**config.mk**
```make
export PLATFORM = sky130hd
export DESIGN_NAME = pyjamask96_loader
export DESIGN_NICKNAME = d
export VERILOG_FILES = /design/src/rtl/pyjamask96_pkg.sv /design/src/rtl/pyjamask96_loader.sv
export SDC_FILE = /design/constraint.sdc
export NUM_CORES = 1
export LEC_CHECK = 0
export ABC_AREA = 1
export BUFFER_PORTS_ARGS = -buffer_cell sky130_fd_sc_hd__buf_2
export CAP_MARGIN = 20
export CELL_PAD_IN_SITES_DETAIL_PLACEMENT = 0
export CELL_PAD_IN_SITES_GLOBAL_PLACEMENT = 1
export CORE_MARGIN = 1
export CORE_UTILIZATION = 40
export DETAILED_ROUTE_END_ITERATION = 6
export GPL_ROUTABILITY_DRIVEN = 0
export PLACE_DENSITY_LB_ADDON = 0.25
export SETUP_SLACK_MARGIN = 0.5
export SLEW_MARGIN = 15
export SYNTH_ARGS = -nofsm -noshare
export SYNTH_HDL_FRONTEND = slang
export SYNTH_SLANG_ARGS = --single-unit
```
**constraint.sdc**
```tcl
create_clock -name clk -period 3.5 [get_ports clk]
set_input_delay 0.7 -clock clk [delete_from_list [all_inputs] [get_ports clk]]
set_output_delay 0.7 -clock clk [all_outputs]
set_load 0.02 [all_outputs]
```
**src/rtl/pyjamask96_pkg.sv**
```systemverilog
// Shared types and constants for the pyjamask96 loader: FSM states,
// block/key sizes and default handshake timing.
package pyjamask96_pkg;

  typedef enum logic [2:0] {
    ST_IDLE,
    ST_LOAD,
    ST_GAP,
    ST_START,
    ST_WAIT_V,
    ST_DRAIN
  } state_t;

  localparam int PJ96_BLOCK_BYTES  = 12;
  localparam int PJ96_KEY_BYTES    = 16;
  localparam int PJ96_GAP_CYCLES   = 1;
  localparam int PJ96_START_CYCLES = 2;

endpackage

```
**src/rtl/pyjamask96_loader.sv**
```systemverilog
// Serialises one 96-bit block and one 128-bit key into the pyjamask96 core's
// byte-wide load protocol, strobes start and waits for the result window.
module pyjamask96_loader
  import pyjamask96_pkg::*;
#(
  parameter int GAP_CYCLES   = PJ96_GAP_CYCLES,
  parameter int START_CYCLES = PJ96_START_CYCLES
) (
  input  logic                          clk,
  input  logic                          reset,
  input  logic                          in_valid,
  output logic                          in_ready,
  input  logic [8*PJ96_BLOCK_BYTES-1:0] block_in,
  input  logic [8*PJ96_KEY_BYTES-1:0]   key_in,
  output logic                          load,
  output logic                          start,
  output logic [7:0]                    byte_in,
  output logic [7:0]                    byte_key_in,
  input  logic                          core_valid,
  output logic                          busy,
  output logic                          done
);

  localparam int BLOCK_W = 8 * PJ96_BLOCK_BYTES;
  localparam int KEY_W   = 8 * PJ96_KEY_BYTES;
  localparam int CNT_W   = 8;
  localparam logic [CNT_W-1:0] GAP_LAST   = CNT_W'(GAP_CYCLES - 1);
  localparam logic [CNT_W-1:0] START_LAST = CNT_W'(START_CYCLES - 1);

  state_t             state, nxt_state;
  logic [BLOCK_W-1:0] blk_q, nxt_blk;
  logic [KEY_W-1:0]   key_q, nxt_key;
  logic [3:0]         idx, nxt_idx;
  logic [CNT_W-1:0]   cnt, nxt_cnt;
  logic               nxt_done;

  logic [KEY_W-1:0]   blk_pad;
  logic               load_d, start_d, busy_d, done_d, in_ready_d;
  logic [7:0]         byte_in_d, byte_key_d;

  always_ff @(posedge clk) begin
    if (reset) begin
      state <= ST_IDLE;
      idx   <= '0;
      cnt   <= '0;
      blk_q <= '0;
      key_q <= '0;
    end else begin
      state <= nxt_state;
      idx   <= nxt_idx;
      cnt   <= nxt_cnt;
      blk_q <= nxt_blk;
      key_q <= nxt_key;
    end
  end

  always_comb begin
    nxt_state = state;
    nxt_idx   = idx;
    nxt_cnt   = cnt;
    nxt_blk   = blk_q;
    nxt_key   = key_q;
    nxt_done  = 1'b0;
    case (state)
      ST_IDLE: begin
        if (in_valid && in_ready) begin
          nxt_state = ST_LOAD;
          nxt_idx   = '0;
          nxt_blk   = block_in;
          nxt_key   = key_in;
        end
      end
      ST_LOAD: begin
        if (idx == 4'd15) begin
          nxt_state = ST_GAP;
          nxt_cnt   = '0;
        end else begin
          nxt_idx = idx + 4'd1;
        end
      end
      ST_GAP: begin
        if (cnt == GAP_LAST) begin
          nxt_state = ST_START;
          nxt_cnt   = '0;
        end else begin
          nxt_cnt = cnt + CNT_W'(1);
        end
      end
      ST_START: begin
        if (cnt == START_LAST) begin
          nxt_state = ST_WAIT_V;
        end else begin
          nxt_cnt = cnt + CNT_W'(1);
        end
      end
      ST_WAIT_V: begin
        if (core_valid) begin
          nxt_state = ST_DRAIN;
        end
      end
      ST_DRAIN: begin
        if (!core_valid) begin
          nxt_state = ST_IDLE;
          nxt_done  = 1'b1;
        end
      end
      default: nxt_state = ST_IDLE;
    endcase
  end

  // Outputs are decoded from the next state so the registered copies line up
  // with the state they describe; the block is zero-padded so bytes 12..15 read 0.
  always_comb begin
    blk_pad    = {{(KEY_W - BLOCK_W){1'b0}}, nxt_blk};
    load_d     = (nxt_state == ST_LOAD);
    start_d    = (nxt_state == ST_START);
    byte_in_d  = load_d ? blk_pad[{nxt_idx, 3'b000} +: 8] : 8'h00;
    byte_key_d = load_d ? nxt_key[{nxt_idx, 3'b000} +: 8] : 8'h00;
    busy_d     = (nxt_state != ST_IDLE);
    done_d     = nxt_done;
    // Holding in_ready low in the done cycle gives upstream one quiet cycle.
    in_ready_d = (nxt_state == ST_IDLE) && (state == ST_IDLE);
  end

  always_ff @(posedge clk) begin
    if (reset) begin
      in_ready    <= 1'b0;
      load        <= 1'b0;
      start       <= 1'b0;
      byte_in     <= 8'h00;
      byte_key_in <= 8'h00;
      busy        <= 1'b0;
      done        <= 1'b0;
    end else begin
      in_ready    <= in_ready_d;
      load        <= load_d;
      start       <= start_d;
      byte_in     <= byte_in_d;
      byte_key_in <= byte_key_d;
      busy        <= busy_d;
      done        <= done_d;
    end
  end

endmodule

```
# == Yosys cells after proc, flatten, opt, wreduce, memory -nomap -nowiden ==
# Cells that the tools add are included.
# totals
input_bits,228
register_bits,260
# op_classes
bitwise_logic,2
eq_ne,11
reduce_logical,10
addsub,2
mux,19
n_shift,2
# op_table
op,n
128-bit 2-to-1 mux,2
128-bit by 8-bit indexed part select with 8-bit output,2
96-bit 2-to-1 mux,2
8-bit 2-to-1 mux,3
8-bit one-hot mux with 3 select lines,1
3-bit 2-to-1 mux,6
3-bit one-hot mux with 6 select lines,1
3-bit by 2-bit equality test with 1-bit output (second input constant),3
8-bit by 1-bit adder with 8-bit output (second input constant),1
8-bit by 1-bit equality test with 1-bit output (second input constant),1
8-bit zero test,1
4-bit 2-to-1 mux,2
4-bit one-hot mux with 2 select lines,1
3-bit by 1-bit equality test with 1-bit output (second input constant),2
3-bit equality test (second input constant),2
3-bit zero test,2
3-bit nonzero test,2
4-bit by 1-bit adder with 4-bit output (second input constant),1
4-bit equality test (second input constant),1
2-bit != test (second input constant),2
2-bit OR reduction,2
3-bit AND reduction,1
1-bit logical AND,2
1-bit inverter,2
1-bit 2-to-1 mux,1

# == Logic depth before layout (Yosys ltp) ==
# depth
word_depth,6
depth_mapped,15

# == Least setup slack after synthesis ==
# OpenSTA, ideal clock, no wires.
# synth_path
kind,in2reg
from,in in_valid
to,reg byte_in[0]
setup_time_ns,0.134
path_stages,12
setup_slack_ns,1.341
arrival_ns,2.025
path_buffers,3
cell_sequence,nand2_1 inv_2 nand3_4 buf_6 buf_6 buf_2 o21ai_0 nand2_1 nand3_1 nand3_1 nand3_1 a21oi_1
# synth_via
elab_chain_len,6
# synth_rtl
item,line,source
start: declaration,pyjamask96_loader.sv:11,"input logic in_valid,"
1-bit logical AND (*),pyjamask96_loader.sv:66,if (in_valid && in_ready) begin
branches (longest 5 deep; another with 128-bit by 8-bit indexed part select with 8-bit output),-,
end signal: assignment,pyjamask96_loader.sv:138,byte_in <= byte_in_d;
end: declaration,pyjamask96_loader.sv:17,"output logic [7:0] byte_in,"
# Mark *: on every way between the ends.
# A chain may end at the register's enable or synchronous reset.

# == Worst setup path in the final report ==
# layout_path
from,reg idx[0]
to,reg byte_in[1]
# layout_via
elab_chain_len,6
# layout_rtl
item,line,source
start: declaration,pyjamask96_loader.sv:33,"logic [3:0] idx, nxt_idx;"
start signal: assignment,pyjamask96_loader.sv:50,idx <= nxt_idx;
branches (longest 6 deep; another with 4-bit by 1-bit adder with 4-bit output),-,
# Parallel ways; which one is timed is not known.

==> flow_metrics.tcl <==
set metrics [dict create \
    antenna_cells 0 \
    postLayoutSetupSlackWorst_ps 875.5 \
    die_w_um 178.5 \
    die_area_mm2 0.03188 \
    antenna_found_initial 0 \
    yosys.area.top_type "dfxtp_1" \
    dr.pass1.iters 6 \
    synthArstFlopShare_pct 0 \
    routed_via_density 4.850 \
    drt_iter0_markers 749 \
    wl_per_cell_um 15.53 \
    worstSetupPathType "flip-flop to flip-flop" \
    status "finished, final reports clean" \
    cts_setup_buffers 0 \
    start_util_pct 40.76 \
    cts_buffer_depth 3 \
    syn_area_mm2 0.01247 \
    rsz0062_at_grt "false" \
    ys_top_cells_by_area "dfxtp_1 42%, nand2_1 15%, nand3_1 8.3%" \
    syn2layout_area_growth_pct 18.94 \
    hold_depth 2 \
    core_area_mm2 0.03059 \
    cp-start-kind "flip-flop" \
    fin_setup_tns_ps 0 \
    drive_gt1_share_pct 16.58 \
    drv_slew 0 \
    setup_viol 0 \
    grt_pass1_wl_mm 60.16 \
    setup.worst_path.end_class "flip-flop" \
    fillers 3219 \
    vdd_ir_drop_max_uv 301.4 \
    hold_viol_final 0 \
    drv_cap 0 \
    grt_pass1_vias 11210 \
    hold_path_class "input pin to flip-flop" \
    ios 249 \
    rows 64 \
    fin_worst_skew_ps 6.045 \
    r2r_cells 12 \
    cts_buffers 29 \
    ys.flop_type "dfxtp_1" \
    power_mw 8.361 \
    synth_edf_count 0 \
    final_antenna_net_count 0 \
    tritoncts "built" \
    gr-total-overflow 0 \
    htreeDepth 1 \
    ys.warnings.count 0 \
    track_usage_pct 24.25 \
    clock.fmax_mhz 381.0 \
    ys_seq_elements 260 \
    dp_hpwl_mm 27.18 \
    critical_path_arrival_ps 3020 \
    clk_pin_slew_ps 60 \
    clock_latency_ps 540 \
    stdcell_count 2483 \
    port_buffers 248 \
    drt_wl_total_mm 38.55 \
    avgSynthCellArea_um2 6.596 \
    worst_pin_slew_ps 753.1 \
    synth-seq-area-share_pct 41.75 \
    crit_fanout 38 \
    root_buffer "clkbuf_16" \
    maxSlewHeadroom_pct 49.79 \
    yosysTopAreaCellShare_pct 41.75 \
    die_h_um 178.5 \
    required_ps 3900 \
    grt_max_degree 117 \
    synthCells 1890 \
    timing.final.crit_share_pct 74.99 \
    place_ws_ps 553.4 \
    num-nets-final 2297 \
    clkSinkCount 260 \
    syn_nets 2122 \
    p_per_area_mw_per_mm2 563.8 \
    hold_buffers 0 \
    synth_cell_types 41 \
    power.leakage_nw 7.546 \
    vias 12042 \
    post-place-cells 2430 \
    drc_errors 0 \
    period_needed_ps 2624 \
]
## final timing paths
| kind | startpoint | end | slack (ps) |
|---|---|---|---|
| min reg2reg | blk_q[87] | blk_q[87] | 490 |
| max | idx[0] | byte_in[1] | 880 |
| max reg2reg | idx[0] | byte_in[1] | 880 |
| min | core_valid | done | 370 |
## sequential cells by signal, indices dropped and copies added, names as in the netlist
| signal | count |
|---|---|
| key_q | 128 |
| blk_q | 96 |
| byte_in | 8 |
| byte_key_in | 8 |
| cnt | 8 |
| idx | 4 |
| state | 3 |
| busy | 1 |
| done | 1 |
| in_ready | 1 |
| load | 1 |
| start | 1 |
## metal layers
layer  GRT usage [%]  wire length (um)  vias up
li1                -                 -     6198
met1           33.60             18010     5422
met2           39.13             17400      365
met3           3.176              2147       57
met4           6.992               994        0
met5               0                 0        -
## through the flow
step                      hold slack (ps)  cell area (um^2)  utilization, %
after CTS                           360.8             14820           48.46
after detailed placement            481.5             13740           44.91
after floorplan                     457.7             12470               -
after global placement              475.6             13740           44.91
final                               373.9             14830           48.47
after global routing                369.0             14830           48.47
## final cells by class
cell class	instances	area (um^2)	area share, %
Tap cell	396	495.5	3.341
Clock inverter	13	267.8	1.806
Sequential cell	260	5205	35.10
Clock buffer	40	817.0	5.510
Multi-Input combinational cell	1254	5647	38.08
Timing Repair Buffer	265	1438	9.695
Inverter	255	958.4	6.464
## critical path: stages, from the launching register on
cell      delay [ps]
dfxtp_1          350
ha_1             250
nand3_1          160
inv_1             70
nor2_2           140
nand2_1          100
nand2_4           80
clkinv_2         480
buf_4            370
nand3_1          110
nand3_1          130
nand3_1          160
a21oi_1           80
## synthesized netlist by cell type, types with 6 or more instances
master and count:
nand2_1 483, dfxtp_1 260, nor2_1 252, inv_1 245, nand3_1 206, o21ai_0 115, o21ai_1 68, buf_2 49
clkbuf_1 46, a21oi_1 27, or2_0 20, buf_6 16, nand4_1 12, mux2i_1 10, buf_4 8, inv_2 7
nand2_2 6, o211ai_1 6, o21a_1 6, or2_1 6, or2_2 6
## kinds of logic (layout without fill, tap and decap cells)
group / count (synthesis) / in the layout / synth area share, %
and+or+nand+nor: 1008 / 1008 / 34.20
buffers and inverters: 376 / 573 / 13.04
DFF: 260 / 260 / 41.75
AOI/OAI and AO/OA: 228 / 228 / 9.524
muxes: 10 / 10 / 0.8029
adders and majority gates: 4 / 4 / 0.4015
xor gates and xnor gates: 4 / 4 / 0.2811
## power breakdown
part,internal [mW],switching (mW),total (mW),leakage (nW)
clock,2.21,1.26,3.47,0.529
sequential,3.19,0.0584,3.25,2.13
combinational,0.546,1.10,1.64,4.89
total,5.95,2.41,8.36,7.55
## cells in the final DEF (no fill, tap or decap), types with 6 or more instances in the layout
master	instances
bufinv_16	8
or2_2	6
clkbuf_16	29
inv_1	245
a21oi_1	27
nand3_1	206
nand2_1	483
o21ai_0	115
o211ai_1	6
mux2i_1	10
buf_2	247
o21ai_1	68
or2_1	6
nand4_1	12
clkbuf_1	6
dfxtp_1	260
buf_4	12
inv_2	7
nor2_1	252
or2_0	20
o21a_1	6
## what timing repair did
item / 4_1_cts / 5_1_grt
hold endpoints to repair: 0 / 0
gates resized for setup: 0 / 1
endpoints found under the setup margin: 0 / 2
No activity file was read; power rests on OpenSTA's default activity.
